==> config.mk <==
export PLATFORM = sky130hd
export DESIGN_NAME = prog_lut_sweep
export DESIGN_NICKNAME = d
export VERILOG_FILES = /design/src/rtl/prog_lut_sweep.sv
export SDC_FILE = /design/constraint.sdc
export NUM_CORES = 1
export LEC_CHECK = 0
export CORE_ASPECT_RATIO = 0.75
export CORE_UTILIZATION = 59
export DETAILED_ROUTE_END_ITERATION = 6
export PLACE_DENSITY_LB_ADDON = 0.12
export SLEW_MARGIN = 30
export SYNTH_ARGS = -nofsm -noshare
export SYNTH_HDL_FRONTEND = slang
export SYNTH_SLANG_ARGS = --single-unit
==> constraint.sdc <==
create_clock -name clk -period 4.7 [get_ports clk]
set_input_delay 0.94 -clock clk [delete_from_list [all_inputs] [get_ports clk]]
set_output_delay 0.94 -clock clk [all_outputs]
set_load 0.03 [all_outputs]
==> src/rtl/prog_lut_sweep.sv <==
// rtl/prog_lut_sweep.sv - programmable N-input LUT with registered evaluation and exhaustive sweep engine
module prog_lut_sweep #(
    parameter int                     N_IN       = 5,
    parameter logic [(1<<N_IN)-1:0]   DEFAULT_TT = 32'hFAF7_DF6B
) (
    input  logic              clk,
    input  logic              rst_n,
    input  logic [N_IN-1:0]   in_vec,
    output logic              f_out,
    input  logic              prog_en,
    input  logic [N_IN-1:0]   prog_addr,
    input  logic              prog_data,
    output logic              prog_err,
    input  logic              sweep_start,
    output logic              sweep_busy,
    output logic              sweep_valid,
    input  logic              sweep_ready,
    output logic [N_IN-1:0]   sweep_idx,
    output logic              sweep_f,
    output logic              sweep_done,
    output logic [N_IN:0]     zero_count,
    output logic              zero_found,
    output logic [N_IN-1:0]   first_zero
);

    localparam logic [N_IN-1:0] LAST_IDX = '1;

    typedef enum logic [1:0] {
        IDLE  = 2'd0,
        SWEEP = 2'd1,
        DONE  = 2'd2
    } state_t;

    state_t                  state;
    state_t                  state_nxt;
    logic [(1<<N_IN)-1:0]    tt;
    logic [N_IN-1:0]         idx;
    logic                    accept;

    // State register; reset aborts any sweep in progress
    always_ff @(posedge clk) begin
        if (!rst_n) begin
            state <= IDLE;
        end else begin
            state <= state_nxt;
        end
    end

    // Next-state and stream/status outputs, all decoded from state, idx and the table
    always_comb begin
        state_nxt   = state;
        sweep_busy  = 1'b0;
        sweep_valid = 1'b0;
        sweep_done  = 1'b0;
        prog_err    = 1'b0;
        accept      = 1'b0;
        sweep_idx   = '0;
        sweep_f     = 1'b0;
        case (state)
            IDLE: begin
                if (sweep_start) begin
                    state_nxt = SWEEP;
                end
            end
            SWEEP: begin
                sweep_busy  = 1'b1;
                sweep_valid = 1'b1;
                sweep_idx   = idx;
                sweep_f     = tt[idx];
                prog_err    = prog_en;
                accept      = sweep_ready;
                if (sweep_ready && (idx == LAST_IDX)) begin
                    state_nxt = DONE;
                end
            end
            DONE: begin
                sweep_done = 1'b1;
                state_nxt  = IDLE;
            end
            default: begin
                state_nxt = IDLE;
            end
        endcase
    end

    // Truth table, live evaluation and sweep bookkeeping
    always_ff @(posedge clk) begin
        if (!rst_n) begin
            tt         <= DEFAULT_TT;
            f_out      <= 1'b0;
            idx        <= '0;
            zero_count <= '0;
            zero_found <= 1'b0;
            first_zero <= '0;
        end else begin
            // Reads the pre-write table, so a same-cycle write shows up one cycle later
            f_out <= tt[in_vec];
            if (prog_en && (state != SWEEP)) begin
                tt[prog_addr] <= prog_data;
            end
            if ((state == IDLE) && sweep_start) begin
                idx        <= '0;
                zero_count <= '0;
                zero_found <= 1'b0;
                first_zero <= '0;
            end
            if (accept) begin
                if (!tt[idx]) begin
                    zero_count <= zero_count + 1'b1;
                    if (!zero_found) begin
                        zero_found <= 1'b1;
                        first_zero <= idx;
                    end
                end
                // Last index is held rather than wrapped; DONE follows
                if (idx != LAST_IDX) begin
                    idx <= idx + 1'b1;
                end
            end
        end
    end

endmodule

==> run metrics, run 1 <==
Die H a little over 60 um; critical path endpoint category output pin; clock-pin slew on the worst setup and hold paths 0.09 ns; Post-synth top flop dfxtp_1; post-synth cell types between 40 and 50; Routed Antenna Nets 0; CP required around 3.8 ns; async set or reset register ratio after synthesis 0; final hold vios 0; gpl congestion between 0.8 and 0.9; TritonCTS Sinks 52; layout cells sized above 1 0.0697; sequential element share of the synthesized area 0.366; cts hold-fix bufs 0; status finished clean; Vias approximately 2.6k; H-Tree Depth 2; CTS root buf clkbuf_8; Slew HR 0.454; Syn. warnings 0; number of synthesized register bits 52; final setup violation count 0; cells after synthesis between 300 and 400; core box area 4550 sq um; max cap viols 0; Hold EP zero_found; clock latency on the worst-skew pair 0.31 ns; final layout net count about 350; Routed WL 7050 um; peak supply drop between 0.2 and 0.3 mV; die area just over 5000 sq um; pwr dens between 200 and 300 nW/um^2; vias per cell about 6.6; Area Overhead vs Synth 15.4%; slowest cell on the critical path dfxtp_1; unrepaired setup endpoints after global routing false; crit-path max FO 12; Final Skew around 0.0053 ns; Leak around 1.2 nW; worst slack at placement 1.30 ns; post-layout min period roughly 3.8 ns; initial antenna violation count 0; worst hold path type flip-flop to flip-flop; Mapped Avg Cell Area 9.20 sq um; Starting Density 0.626; worst r2r src idx[0]; Setup CP Type flip-flop to output pin; DP Wirelength about 5000 um; GRT overflow 0; CTS resizes 0; DRT iter0 DRCs between 200 and 300; Worst-Margin Slew a little over 0.8 ns; cts bufs inserted 5; r2r setup slk ~2.1 ns; CTS tree done; WL per Instance 18.2 um; crit path DAT between 2 and 3 ns; total global-route track usage 0.295; I/O Pins 39; startpoint types flip-flop; max incr delay on CP 0.75 ns; FF-to-FF End first_zero[0]; Post-Syn Nets ~330; hold depth 2; Worst R2R Path Depth 7; vias in the first global route 2269; drt pass-1 iters 5; clock tree buffer depth 2; fin. max-slew vios 0; PnR worst setup slack 0.923 ns; largest net degree at the start of global routing 64; num rows 21; fmax approximately 0.26 GHz; Remaining DRCs 0; number of synthesized flops with an enable pin 0; CP Cell Sequence buf_4, mux2i_1, a22oi_1, nand3_1, and4_1, nor2_1, clkdlybuf4s50_1; Port Buffers 38; first-pass GRT wire length approximately 12000 um; final setup TNS 0 ns; diode count 0; post-CTS setup buffers 0; Post-Synthesis Cell Area about 2800 sq um; die extent in x slightly above 80 um; Hold Path Origin zero_found; Tcrit/Tclk final 0.804
## cell usage in the layout (no fill, tap or decap), types with 7 or more instances in the layout
cell / n
a21boi_0: 8
clkdlybuf4s50_1: 37
dfxtp_1: 52
mux2i_1: 30
mux4_2: 10
nand2_1: 27
nand3_1: 22
nor2_1: 11
o211ai_1: 7
o21ai_0: 26
o311ai_0: 19
or3_1: 7
## how the worst max path moves through the flow
stage,end,start
global placement,sweep_f,idx[0]
floorplan,sweep_f,idx[0]
global route,sweep_f,idx[0]
CTS,sweep_f,idx[0]
finish,sweep_f,idx[0]
detailed placement,sweep_f,idx[0]
## critical path, delay by kind of cell, from the launching register on
family | cells | cell delay, ns
DFF | 1 | 0.75
buffers and inverters | 2 | 1.00
muxes | 1 | 0.10
AOI/OAI and AO/OA | 1 | 0.19
and+or+nand+nor | 3 | 0.48
## stage by stage
| step | hold WS [ns] | area [sq um] | instances | total power, mW | util |
|---|---|---|---|---|---|
| after floorplan | 0.466 | 2840 | 309 | 0.530 | - |
| after global placement | 0.460 | 3170 | 379 | 0.563 | 0.697 |
| after detailed placement | 0.464 | 3170 | 379 | 0.565 | 0.697 |
| after CTS | 0.480 | 3280 | 387 | 0.867 | 0.721 |
| after global routing | 0.509 | 3280 | 387 | 0.894 | 0.722 |
| final | 0.481 | 3280 | 387 | 0.865 | 0.722 |
## report_power, final
group / leakage (nW) / switching (mW) / total [mW] / internal, mW
clock: 0.0541 / 0.151 / 0.308 / 0.158
combinational: 0.675 / 0.0631 / 0.106 / 0.0424
sequential: 0.421 / 0.00580 / 0.451 / 0.445
## routing by layer
metal,track usage,part of all wire
met5,0,0
met4,0.0789,0.014
met3,0.0647,0.080
met2,0.410,0.43
met1,0.454,0.47
## cells in the mapped netlist, types with 7 or more instances
cell | n | area share
nand2_1 | 27 | 0.036
o211ai_1 | 7 | 0.018
a21boi_0 | 8 | 0.021
dfxtp_1 | 52 | 0.37
mux2i_1 | 30 | 0.11
or3_1 | 7 | 0.015
nor2_1 | 11 | 0.015
o311ai_0 | 19 | 0.059
o21ai_0 | 26 | 0.046
mux4_2 | 10 | 0.079
nand3_1 | 22 | 0.039
clkbuf_1 | 18 | 0.024
## cells by family (layout without fill, tap and decap cells)
kind of cell               after synthesis  after routing  synth area share
xor gates and xnor gates                 1              1           0.00308
DFF                                     52             52             0.366
and+or+nand+nor                        109            109             0.203
AOI/OAI and AO/OA                       74             74             0.179
buffers and inverters                   30             51            0.0510
adders and majority gates                3              3            0.0132
muxes                                   40             40             0.185
## flip-flops by register name, summed over array words and instances, names as in the netlist
| register | cells |
|---|---|
| first_zero | 5 |
| tt | 32 |
| idx | 5 |
| zero_found | 1 |
| state | 2 |
| zero_count | 6 |
| f_out | 1 |
## area by class of cell
class	instances	area, sq um
Fill cell	362	1260
Inverter	4	15.0
Tap cell	57	71.3
Timing Repair Buffer	39	385
Sequential cell	52	1040
Multi-Input combinational cell	227	1660
Clock buffer	5	68.8
Clock inverter	3	42.5
Power figures use the tool's default switching activity.
==> run 2, diff against run 1 <==
--- a/config.mk
+++ b/config.mk
@@ -6,7 +6,7 @@
 export NUM_CORES = 1
 export LEC_CHECK = 0
 export CORE_ASPECT_RATIO = 0.75
-export CORE_UTILIZATION = 59
+export CORE_UTILIZATION = 49
 export DETAILED_ROUTE_END_ITERATION = 6
 export PLACE_DENSITY_LB_ADDON = 0.12
 export SLEW_MARGIN = 30
==> constraint.sdc (replaced) <==
create_clock -name clk -period 3 [get_ports clk]
set_input_delay 0.6 -clock clk [delete_from_list [all_inputs] [get_ports clk]]
set_output_delay 0.6 -clock clk [all_outputs]
set_load 0.03 [all_outputs]
==> run metrics, run 2 (same netlist as run 1, synthesis figures left out) <==
status finished clean; GRT overflow 0; pwr dens slightly below 400 nW/um^2; DRT iter0 DRCs 217; Top delay family on crit path flip-flops; Starting Density 0.520; unrepaired setup endpoints after global routing false; clock tree buffer depth 2; initial antenna violation count 0; CTS tree done; vias per cell ~6.2; Leak between 1 and 1.5 nW; drt pass-1 iters 5; CTS resizes 0; core box area around 5500 sq um; final setup violation count 0; post-CTS setup buffers 0; final hold vios 0; die area roughly 6100 sq um; Vias around 2.6k; WL per Instance between 15 and 20 um; layout cells sized above 1 0.0890; clock latency on the worst-skew pair approximately 0.30 ns; final core utilization 0.612; Routed Antenna Nets 0; Setup CP Type flip-flop to output pin; post-layout min period 2.72 ns; slowest cell on the critical path dfxtp_1; vias in the first global route approximately 2.2k; biggest regs tt (32), zero_count (6); first-pass GRT wire length roughly 12000 um; cts hold-fix bufs 0; Final Skew just over 0.007 ns; critical path endpoint category output pin; CP Cell Sequence buf_12, mux2i_1, a311oi_1, nand3_1, and4_1, nor2_1, buf_4; fin. max-slew vios 0; Worst-Margin Slew a little under 0.8 ns; fmax ~0.37 GHz; Remaining DRCs 0; largest net degree at the start of global routing between 40 and 50; max cap viols 0; Tcrit/Tclk final 0.905; CTS root buf clkbuf_8; TritonCTS Sinks 52; DP Wirelength 5160 um; cts bufs inserted 5; largest reg by FF count tt; H-Tree Depth 2; crit path DAT roughly 2.1 ns; clock-pin slew on the worst setup and hold paths 0.09 ns; total global-route track usage 0.247; Die H 68.0 um; r2r setup slk between 0.7 and 0.8 ns; Slew HR 0.476; startpoint types flip-flop; final layout net count 355; Area Overhead vs Synth 17.7%; I/O Pins 39; Routed WL 7280 um; FILL cells roughly 500; final setup TNS 0 ns; Largest register FFs 32; CP required 2.40 ns; peak supply drop 0.249 mV; most common cell after layout, fill and taps aside dfxtp_1; crit-path max FO 16; gpl congestion approximately 0.85; die extent in x about 90 um; Buf/Inv on CP 2; worst hold path type flip-flop to flip-flop; diode count 0; most frequent cells in the layout dfxtp_1 (52), clkdlybuf4s50_1 (36), mux2i_1 (30), nand2_1 (27), o21ai_0 (26); Port Buffers 38; max incr delay on CP ~0.53 ns; num rows 23
[run 2: worst reg2reg max path: stages, from the launching register on]
cell and delay, ns:
dfxtp_1 0.53, buf_12 0.22, mux2i_1 0.24, nand3_1 0.12, nand3_1 0.13, nand4_1 0.20
or3_1 0.56, mux2i_1 0.17
[run 2: layer usage]
| layer | up-vias | track usage | share of wire |
|---|---|---|---|
| li1 | 1223 | - | - |
| met1 | 1215 | 0.365 | 0.51 |
| met2 | 104 | 0.374 | 0.41 |
| met3 | 12 | 0.0467 | 0.060 |
| met4 | 0 | 0.0565 | 0.014 |
| met5 | - | 0 | 0 |
[run 2: power breakdown]
| part | switching [mW] | leakage, nW | total [mW] | internal (mW) |
|---|---|---|---|---|
| sequential | 0.00765 | 0.421 | 0.705 | 0.697 |
| clock | 0.226 | 0.0445 | 0.414 | 0.188 |
| combinational | 0.102 | 0.711 | 0.175 | 0.0730 |
[run 2: metrics by stage]
stage	cell area, sq um	setup WS (ns)	total power [mW]	std cells	hold slack (ns)
finish	3350	0.284	1.29	412	0.476
global placement	3250	0.455	0.891	404	0.460
global route	3350	0.139	1.34	412	0.487
CTS	3350	0.299	1.30	412	0.479
detailed placement	3250	0.408	0.893	404	0.463
floorplan	2840	0.752	0.830	309	0.466
[run 2: worst paths after layout]
| path | from | to | depth (start not counted) |
|---|---|---|---|
| setup / recovery | idx[0] | sweep_f | 7 |
| hold / removal | zero_found | zero_found | 2 |
| setup reg to reg | idx[0] | first_zero[3] | 7 |
| hold reg to reg | zero_found | zero_found | 2 |
[run 2: cell type report]
class | count | area (sq um) | share of cell area
inverters | 4 | 15.0 | 0.00449
clock buffers | 7 | 86.3 | 0.0258
flip-flops and latches | 52 | 1040 | 0.311
clock inverters | 1 | 7.51 | 0.00224
multi-input cells | 227 | 1660 | 0.495
repair buffers | 46 | 445 | 0.133
well taps | 75 | 93.8 | 0.0280
==> run 3, diff against run 2 <==
--- a/config.mk
+++ b/config.mk
@@ -6,6 +6,7 @@
 export NUM_CORES = 1
 export LEC_CHECK = 0
 export CORE_ASPECT_RATIO = 0.75
+export CORE_MARGIN = 5
 export CORE_UTILIZATION = 49
 export DETAILED_ROUTE_END_ITERATION = 6
 export PLACE_DENSITY_LB_ADDON = 0.12
==> run metrics, run 3 (same netlist as run 1, synthesis figures left out) <==
status finished clean; initial antenna violation count 0; Flop pwr share 0.518; Inst Count DP 407; vias in the first global route 2210; CP required about 2.4 ns; cts bufs inserted 5; final setup TNS 0 ns; Setup CP Type flip-flop to output pin; largest net degree at the start of global routing 56; Routed Antenna Nets 0; Sequential Area about 1000 sq um; die area between 7000 and 8000 sq um; Remaining DRCs 0; CTS resizes 0; clock network power share 0.356; area of the multi-input gates ~1700 sq um; fmax about 0.38 GHz; Switching Power between 0.3 and 0.4 mW; fin. max-slew vios 0; final hold vios 0; GRT overflow 0; r2r setup slk slightly below 0.8 ns; I/O Pins 39; Post-Layout Cell Count about 420; gpl congestion 0.822; Area Overhead vs Synth 17.9%; total global-route track usage 0.196; H-Tree Depth 2; CP Cell Sequence buf_4, mux2i_1, a311oi_1, nand3_1, and4_1, nor2_1, buf_4; clock latency on the worst-skew pair approximately 0.3 ns; vias per cell 5.90; Leak 1.18 nW; core box area 5740 sq um; Top delay family on crit path buffers and inverters; Port Buffers 38; most common cell after layout, fill and taps aside dfxtp_1; layout cells sized above 1 0.0890; CP dominant cell by count buf_4; Crit. Startpoint idx[0]; max incr delay on CP 0.34 ns; largest reg by FF count tt; clock-pin slew on the worst setup and hold paths approximately 0.09 ns; final layout net count between 300 and 400; max cap viols 0; drt pass-1 iters 4; pwr dens approximately 400 nW/um^2; startpoint types flip-flop; FILL cells ~510; Largest register FFs 32; Die H ~76 um; peak supply drop between 0.2 and 0.25 mV; biggest regs tt (32), zero_count (6); Internal Power 1.02 mW; critical path endpoint category output pin; CTS root buf clkbuf_8; Comb pwr share 0.126; crit-path max FO 21; clock tree buffer depth 2; total chip power 1.36 mW; post-CTS setup buffers 0; Starting Density 0.496; Tcrit/Tclk final 0.882; DRT iter0 DRCs 210; worst hold path type flip-flop to flip-flop; Final Skew about 0.0043 ns; Vias 2449; die extent in x just under 100 um; CTS tree done; DP Wirelength about 5000 um; Worst-Margin Slew between 0.8 and 0.9 ns; worst r2r src idx[0]; post-layout min period 2.65 ns; num rows 24; Slew HR 0.403; first-pass GRT wire length 11900 um; most frequent cells in the layout dfxtp_1 (52), clkdlybuf4s50_1 (36), mux2i_1 (30), nand2_1 (27), o21ai_0 (26); TritonCTS Sinks 52; slowest cell on the critical path dfxtp_1; Buf/Inv on CP 2; cts hold-fix bufs 0; crit path DAT ~2 ns; Routed WL ~7000 um; WL per Instance about 17 um; Hold Path Origin idx[0]; unrepaired setup endpoints after global routing false; Sw Ratio 0.251; diode count 0; final setup violation count 0
-- run 3: cell count changes in the layout (fill, tap and decap cells not counted) --
cell,change
clkinvlp_4,-1
buf_4,+1
buf_12,-1
bufinv_16,+1
clkbuf_8,-1
clkinv_2,+1
-- run 3: power groups by stage --
stage	sequential, mW	clock [mW]	combinational, mW
2_1_floorplan	0.720	0	0.110
3_3_place_gp	0.719	0	0.169
3_5_place_dp	0.719	0	0.171
4_1_cts	0.703	0.494	0.171
5_1_grt	0.704	0.523	0.188
6_report	0.703	0.483	0.171
-- run 3: final timing paths --
check	endpoint	cells past startpoint
worst max-delay path	sweep_f	7
worst min-delay path	first_zero[0]	2
worst max register to register	first_zero[0]	7
worst min register to register	first_zero[0]	2
-- run 3: area by class of cell --
class,instances,area share
Clock buffer,6,0.0216
Clock inverter,2,0.0105
Inverter,4,0.00448
Multi-Input combinational cell,227,0.495
Sequential cell,52,0.311
Tap cell,78,0.0291
Timing Repair Buffer,46,0.129
-- run 3: metrics by stage --
step	setup slack (ns)	hold slack [ns]	util	area [sq um]
2_1_floorplan	0.752	0.466	-	2840
3_3_place_gp	0.269	0.454	0.566	3240
3_5_place_dp	0.240	0.461	0.566	3240
4_1_cts	0.327	0.475	0.584	3350
5_1_grt	0.122	0.507	0.584	3350
6_report	0.355	0.470	0.584	3350
-- run 3: worst reg2reg max path, delay by kind of cell, from the launching register on --
family	cells	cell delay, ns
and+or+nand+nor	3	0.86
buffers and inverters	1	0.32
muxes	2	0.49
AOI/OAI and AO/OA	1	0.12
DFF	1	0.34
-- run 3: metal layers --
layer  routed length [um]  global-route usage  up-vias  share of wire
li1                     -                   -     1219              -
met1                 3590               0.304     1170           0.50
met2                 3060               0.273       56           0.43
met3                  419              0.0476        4          0.059
met4                   44              0.0373        0         0.0062
met5                    0                   0        -              0
